[config.mk]
export PLATFORM = sky130hd
export DESIGN_NAME = crash_detect
export DESIGN_NICKNAME = d
export VERILOG_FILES = /design/src/rtl/crash_detect.sv
export SDC_FILE = /design/constraint.sdc
export NUM_CORES = 1
export LEC_CHECK = 0
export ABC_CLOCK_PERIOD_IN_PS = 2100
export CORE_MARGIN = 10
export CORE_UTILIZATION = 50
export CTS_BUF_LIST = sky130_fd_sc_hd__clkbuf_2
export DETAILED_ROUTE_END_ITERATION = 10
export DONT_BUFFER_PORTS = 1
export GPL_TIMING_DRIVEN = 0
export MAX_ROUTING_LAYER = met4
export PLACE_DENSITY_LB_ADDON = 0.3
export SLEW_MARGIN = 25
export SYNTH_ARGS = -nofsm -noshare
export SYNTH_HDL_FRONTEND = slang
export SYNTH_SLANG_ARGS = --single-unit
[constraint.sdc]
create_clock -name clk_vga -period 2.1 [get_ports clk_vga]
set_clock_uncertainty 0.1 [all_clocks]
set_input_delay 0 -clock clk_vga [delete_from_list [all_inputs] [get_ports clk_vga]]
set_output_delay 0 -clock clk_vga [all_outputs]
set_load 0.01 [all_outputs]
[src/rtl/crash_detect.sv]
// Per-pixel collision detector for the enemy layers.
// Crash pulses are combinational from the current alpha inputs, so they line up with
// the overlapping pixel while each enemy module's current-enemy index is still valid.
// Registered per-frame "done" flags limit how often pulses can fire. An invincibility
// counter, counted in frames, blocks me hits for a while after each me hit.
module crash_detect #(
  parameter int LAYERS          = 3,
  parameter int INV_FRAMES      = 60,
  parameter int INV_CNT_BIT_LEN = 8
) (
  input  logic              clk_vga,
  input  logic              rst_n,
  input  logic              en_i,
  input  logic              v_sync_i,
  input  logic              me_alpha_i,
  input  logic              bullet_alpha_i,
  input  logic [LAYERS-1:0] enemy_alpha_i,
  output logic [LAYERS-1:0] crash_enemy_bullet_o,
  output logic [LAYERS-1:0] crash_me_enemy_o,
  output logic              me_hit_o,
  output logic              invincible_o
);

  localparam logic [INV_CNT_BIT_LEN-1:0] INV_LOAD = INV_CNT_BIT_LEN'(INV_FRAMES);

  logic                       v_sync_d;
  logic [LAYERS-1:0]          bullet_done;
  logic                       me_done;
  logic [INV_CNT_BIT_LEN-1:0] inv_cnt;

  logic              frame_start;
  logic              active;
  logic              me_ok;
  logic [LAYERS-1:0] ov_me;
  logic [LAYERS-1:0] ov_bu;
  logic [LAYERS-1:0] me_pick;
  logic [LAYERS-1:0] bu_pick;

  // The frame starts on the vsync falling edge. In that same cycle the flags already
  // count as cleared, so an overlap on the first pixel of the frame is not lost.
  assign frame_start = v_sync_d & ~v_sync_i;
  assign active      = en_i & rst_n;
  assign ov_me       = {LAYERS{active & me_alpha_i}}     & enemy_alpha_i;
  assign ov_bu       = {LAYERS{active & bullet_alpha_i}} & enemy_alpha_i;
  assign me_ok       = (inv_cnt == '0) & (~me_done | frame_start);

  // Only the lowest-index layer gets a me hit. Me hits win over bullet hits on the same layer.
  always_comb begin
    logic found;
    me_pick = '0;
    found   = 1'b0;
    for (int k = 0; k < LAYERS; k++) begin
      if (ov_me[k] && !found) begin
        me_pick[k] = me_ok;
        found      = 1'b1;
      end
    end
    bu_pick = ov_bu & (~bullet_done | {LAYERS{frame_start}}) & ~me_pick;
  end

  assign crash_me_enemy_o     = me_pick;
  assign crash_enemy_bullet_o = bu_pick;
  assign me_hit_o             = |me_pick;
  assign invincible_o         = (inv_cnt != '0);

  // vsync history is tracked even while disabled, so the edge is still seen right after enable.
  always_ff @(posedge clk_vga) begin
    if (!rst_n) v_sync_d <= 1'b1;
    else        v_sync_d <= v_sync_i;
  end

  // Per-frame flags. A pulse sets its flag even in the frame_start cycle; otherwise frame_start clears it.
  always_ff @(posedge clk_vga) begin
    if (!rst_n || !en_i) begin
      bullet_done <= '0;
      me_done     <= 1'b0;
    end else begin
      for (int k = 0; k < LAYERS; k++) begin
        if (bu_pick[k])       bullet_done[k] <= 1'b1;
        else if (frame_start) bullet_done[k] <= 1'b0;
      end
      if (me_hit_o)         me_done <= 1'b1;
      else if (frame_start) me_done <= 1'b0;
    end
  end

  // Invincibility counts frames. Only reset clears it; disabling the game just pauses new hits.
  always_ff @(posedge clk_vga) begin
    if (!rst_n)                              inv_cnt <= '0;
    else if (me_hit_o)                       inv_cnt <= INV_LOAD;
    else if (frame_start && inv_cnt != '0)   inv_cnt <= inv_cnt - 1'b1;
  end

endmodule
==> out/results.ini, run 1 <==
[power_and_ir_drop]
vdd_drop_max_mv = 0.832
power.switching_uw = 598
internal_power_uw = 758
power.density_nw_per_um2 = 1520
power.share.switching = 0.441
clockPowerShare = 0.096
finalPower_uw = 1360
p_leak_uw = 0.000334
combPwrFrac = 0.594
pwr-share-seq = 0.310

[setup_path]
crit_fanout = 8
start_kind = register
cp_slowest_cell = dfxtp_1
cp_common_cell = inv_1
endpoint_kind = output pin
path_cells = inv_1 > ha_1 > nor3b_4 > o2111ai_4 > or2_4 > inv_1
slowest_delay_ns = 0.36
path_delay_family = simple AND/OR/NAND/NOR gates
critPathKind = register to output pin
critPathArrivalTime_ns = 1.84
crit_buf_inv = 2
required_ns = 2.00

[drt]
vias = 675
via_per_inst = 5.87
top_layer = met4
first_pass_iters = 5
wirelength_um = 1840
route.met3.wl_um = 104
wl_met1_um = 816
ant_nets = 0
wl_met2_um = 904
first_iter_violations = 8
wl_per_cell_um = 16.0
drc = 0

[clocking]
path_clk_slew_ns = 0.13
cts-root-buf = clkbuf_2
clk_latency_ns = 0.27
cts.path.max_buffers = 2
cts_buffers = 3
cts_tree = built
cts_sinks = 13
htreeDepth = 1

[flow_run]
max_cap_violations = 0

[layout]
drive_gt1_frac = 0.170
nets = 112
syn_to_final_growth_pct = 19.1
fin_util = 0.659
design_area_sq_um = 890
fillers = 118
diodes = 0

[die]
start_util = 0.553
io_pins = 17
dieArea_sq_um = 3440
die_x_um = 58.7
coreArea_sq_um = 1350
rows = 13
die_h_um = 58.7

[global_route]
grt_use_total = 0.111
grt_pass1_vias = 684
grt_max_degree = 11
globalRouteOverflowTotal = 0
grt_pass1_wl_um = 3070
antenna_found_initial = 0

[placement]
portBuffers = 0
dpl.hpwl_um = 1200
gp_congestion = 0.738
placed_cell_area_sq_um = 766

[timing]
hold_viol = 0
slew_headroom = 0.540
setup_viol = 0
period_share = 0.924
worst_pin_slew_ns = 0.680
drv_slew = 0
worst_hold_slack_ns = 0.00266
rsz0062_at_grt = false
tns_ns = 0
fmax_ghz = 0.515
fin_crit_ns = 1.94

[yosys]
ys.flop_type = dfxtp_1
synth.cell_area_sq_um = 747
synth_edf_count = 0
synthCells = 86
yosysSeqAreaShare = 0.348
synthDistinctLibCells = 36
synth-seq-cells = 13
ys.warnings.count = 0
synth_fp_nets = 97
avgSynthCellArea_sq_um = 8.69
async_flop_share = 0

[status]
status = finished, final reports clean

[hold_path]
hp-class = input port to output pin

==> per-stage QoR <==
| stage | cells | setup slack, ns |
|---|---|---|
| floorplan | 86 | 0.308 |
| CTS | 113 | 0.00476 |
| global placement | 101 | -0.0740 |
| finish | 115 | 0.160 |
| global route | 115 | 0.0593 |
| detailed placement | 101 | -0.133 |
==> per-layer routing <==
metal	global-route usage	vias up
met2	0.181	24
met4	0.0393	0
met5	-	-
met1	0.129	316
met3	0.0279	2
li1	-	333
==> layout by cell type, fill, tap and decap left out, types with 2 or more instances in the layout <==
cell and count:
a211oi_1 2, a21boi_1 2, a21boi_2 2, a21oi_1 8, and2_1 2, buf_4 3
clkbuf_2 4, dfxtp_1 13, dlygate4sd3_1 7, ha_1 2, inv_1 6, mux2i_1 2
nand2_1 6, nand2b_1 2, nor2_1 10, nor3_1 3, nor3b_1 2, xnor2_1 2
==> worst register-to-register path: stages (launching register included) <==
cell and delay (ns):
dfxtp_1 0.36, inv_1 0.09, ha_1 0.16, nor3b_4 0.28, o2111ai_4 0.22, o21ai_0 0.48, nor2_1 0.10
==> power groups by stage <==
| stage | sequential [uW] | combinational [uW] | clock (uW) |
|---|---|---|---|
| 6_report | 420 | 805 | 131 |
| 5_1_grt | 429 | 896 | 141 |
| 4_1_cts | 416 | 727 | 132 |
| 3_5_place_dp | 418 | 652 | 0 |
| 3_3_place_gp | 413 | 633 | 0 |
| 2_1_floorplan | 403 | 541 | 0 |
==> cell families after synthesis <==
family                   share of synthesized area
AO/OA/AOI/OAI                                0.216
XOR/XNOR                                    0.0352
adder cells (fa/ha/maj)                     0.0335
buffers and inverters                       0.0352
flip-flops                                   0.348
multiplexers                                0.0268
AND/OR/NAND/NOR                              0.305
==> worst paths after layout <==
path	start	cells after the start	end	slack, ns
max	inv_cnt[0]	6	me_hit_o	0.16
min	enemy_alpha_i[1]	2	crash_enemy_bullet_o[1]	0.003
max reg2reg	inv_cnt[0]	6	inv_cnt[7]	0.21
min reg2reg	bullet_done[1]	2	bullet_done[1]	0.36
==> area by class of cell <==
type | count | area, sq um | area share
Tap cell | 15 | 18.8 | 0.0211
Sequential cell | 13 | 260 | 0.293
Multi-Input combinational cell | 66 | 472 | 0.530
Timing Repair Buffer | 10 | 92.6 | 0.104
Buffer | 1 | 3.75 | 0.00422
Inverter | 6 | 22.5 | 0.0253
Clock buffer | 4 | 20.0 | 0.0225
==> cell usage after synthesis, types with 2 or more instances <==
cell / n / area [sq um]
xnor2_1: 2 / 17.5
dfxtp_1: 13 / 260
nand2b_1: 2 / 12.5
nor2_1: 10 / 37.5
ha_1: 2 / 25.0
a21boi_2: 2 / 22.5
nand2_1: 6 / 22.5
inv_1: 6 / 22.5
nor3b_1: 2 / 15.0
mux2i_1: 2 / 20.0
and2_1: 2 / 12.5
a21oi_1: 8 / 40.0
a211oi_1: 2 / 15.0
a21boi_1: 2 / 15.0
nor3_1: 4 / 20.0
==> state kept, by name, summed over array words and instances (netlist names) <==
| register | count |
|---|---|
| me_done | 1 |
| v_sync_d | 1 |
| inv_cnt | 8 |
| bullet_done | 3 |
==> repair_timing <==
item                                    4_1_cts  5_1_grt
pin swaps                                     0        1
hold buffers                                  7        0
gates resized for setup                       1        1
endpoints found under the setup margin       13        8
setup buffers                                 1        2
endpoints found under the hold margin         8        0
Power figures use the tool's default switching activity.
==> inputs of run 2 (changes only) <==
Settings changed: ABC_CLOCK_PERIOD_IN_PS 2100 to 2400, CORE_ASPECT_RATIO set to 1.5, CORE_UTILIZATION 50 to 25.
Clock period 2.1 ns to 2.4 ns, I/O delays scaled along.
==> run 2 against run 1 <==
  * Largest cell class unchanged
  * Via count rose by 1.5%
  * Die area grew 63%
  * Worst setup slack improved by 0.020 ns
  * First-iteration DRC count up 110%
  * Non-clock buffer count grew 2
  * Combinational power fell by 15%
  * Sequential power fell by 12%
  * Cell count grew 23%
  * Sequential share of layout area decreased by 1.4 points
  * Clock-buffer cell count unchanged
  * Global-route usage fell by 4.0 points
==> out/results.ini, run 2 (same netlist as run 1, synthesis figures left out) <==
[layout]
layout_common_cells = 13 x dfxtp_1, 10 x nor2_1, 9 x dlygate4sd3_1
syn_to_final_growth_pct = 25.1
nets = 114  ; +1.8%
top_register = inv_cnt
reg.largest.list = inv_cnt x8, bullet_done x3
layout_commonest_cell = dfxtp_1
diodes = 0  ; unchanged
largest_reg_flops = 8  ; unchanged
drive_gt1_frac = 0.157  ; -0.0131

[drt]
vias = 685  ; +1.5%
ant_nets = 0  ; unchanged
first_iter_violations = 17  ; +9
drc = 0  ; unchanged
via_per_inst = 4.86  ; -17%
wl_per_cell_um = 13.2  ; -17%
wirelength_um = 1860  ; +1.4%
first_pass_iters = 4  ; -1

[hold_path]
hold_depth = 2  ; unchanged
hp-class = input port to output pin

[setup_path]
crit_fanout = 8  ; unchanged
critPathArrivalTime_ns = 2.29  ; +0.45 ns
worst-r2r-cell-count = 7  ; +1
critPathKind = register to register
endpoint_kind = register
start_kind = register
required_ns = 2.47  ; +0.47 ns

[timing]
rsz0062_at_grt = false
hold_viol = 0  ; unchanged
tns_ns = 0  ; unchanged
worst_hold_slack_ns = 0.00363  ; +0.000976 ns
slew_headroom = 0.537  ; -0.00309
setup_viol = 0  ; unchanged
drv_slew = 0  ; unchanged
period_share = 0.925
fmax_ghz = 0.450
fin_crit_ns = 2.22
worst_pin_slew_ns = 0.685  ; +0.00457 ns

[power_and_ir_drop]
power.density_nw_per_um2 = 1250  ; -18%
pwr-share-seq = 0.314  ; +0.004
combPwrFrac = 0.587  ; -0.007
power.share.switching = 0.432  ; -0.00864
power.switching_uw = 507  ; -15%
clockPowerShare = 0.099  ; +0.003
finalPower_uw = 1170  ; -14%
internal_power_uw = 666  ; -12%
p_leak_uw = 0.000339  ; +1.3%
vdd_drop_max_mv = 0.550  ; -34%

[placement]
portBuffers = 0  ; unchanged
dpl.hpwl_um = 1400  ; +17%
gp_congestion = 0.696  ; -5.7%

[die]
start_util = 0.259  ; -0.294
rows = 24  ; +11
coreArea_sq_um = 2880  ; +110%
io_pins = 17  ; unchanged
die_x_um = 64.6  ; +10%
dieArea_sq_um = 5620  ; +63%
die_h_um = 86.9  ; +48%

[flow_run]
max_cap_violations = 0  ; unchanged

[clocking]
cts_sinks = 13  ; unchanged
clk_latency_ns = 0.26  ; about the same
cts_buffers = 3  ; unchanged
cts-root-buf = clkbuf_2
cts.path.max_buffers = 2  ; unchanged
htreeDepth = 1  ; unchanged
cts_tree = built
path_clk_slew_ns = 0.13  ; about the same

[status]
status = finished, final reports clean

[global_route]
grt_pass1_wl_um = 3190  ; +3.8%
grt_max_degree = 11  ; unchanged
grt_pass1_vias = 655  ; -4.2%
globalRouteOverflowTotal = 0  ; unchanged
grt_use_total = 0.0713  ; -0.0398
antenna_found_initial = 0  ; unchanged

-- run 2: changes by cell type in the layout (fill, tap and decap cells not counted) --
cell and delta:
nor3_1 +1, dlygate4sd3_1 +2, nor3_2 -1
-- run 2: cell type report --
cell class              instances  area (sq um)
repair buffers                 12           113
clock buffers                   4          20.0
flip-flops and latches         13           260
multi-input cells              66           467
inverters                       6          22.5
well taps                      39          48.8
fillers                       312          1950
plain buffers                   1          3.75
-- run 2: metal layers --
metal,vias to the layer above,GRT usage,part of all wire
li1,343,-,-
met1,323,0.0736,0.40
met2,17,0.125,0.55
met3,2,0.0219,0.045
met4,0,0.0234,0.0043
met5,-,-,0
-- run 2: final timing paths --
path | start | slack (ns) | endpoint
worst min-delay path | enemy_alpha_i[1] | 0.004 | crash_enemy_bullet_o[1]
worst min register to register | bullet_done[1] | 0.37 | bullet_done[1]
worst max register to register | inv_cnt[0] | 0.18 | bullet_done[1]
worst max-delay path | inv_cnt[0] | 0.18 | bullet_done[1]
-- run 2: per-stage QoR --
stage	utilization	std cells	setup slack (ns)	area [sq um]
finish	0.324	141	0.180	935
global route	0.324	141	0.00237	935
CTS	0.316	138	0.0642	912
detailed placement	0.276	125	0.179	796
global placement	0.276	125	0.213	796
floorplan	-	86	0.608	747
-- run 2: repair_timing --
item                                    CTS  global route
hold endpoints to repair                  8             0
buffers inserted                          0             3
gates resized for setup                   1             0
endpoints found under the setup margin    1             3
pin swaps                                 0             1
hold buffers                              9             0
-- run 2: worst max-delay path, cell delays in order, from the launching register on --
cell and delay [ns]:
dfxtp_1 0.36, inv_1 0.08, ha_1 0.16, nor3b_4 0.34
o2111ai_4 0.23, o211ai_1 0.22, dlygate4sd3_1 0.58, a21oi_1 0.06
-- run 2: power groups by stage --
| stage | Sequential [uW] | Clock, uW | Combinational [uW] |
|---|---|---|---|
| 2_1_floorplan | 352 | 0 | 473 |
| 3_3_place_gp | 364 | 0 | 555 |
| 3_5_place_dp | 370 | 0 | 565 |
| 4_1_cts | 369 | 122 | 604 |
| 5_1_grt | 385 | 129 | 764 |
| 6_report | 368 | 117 | 688 |
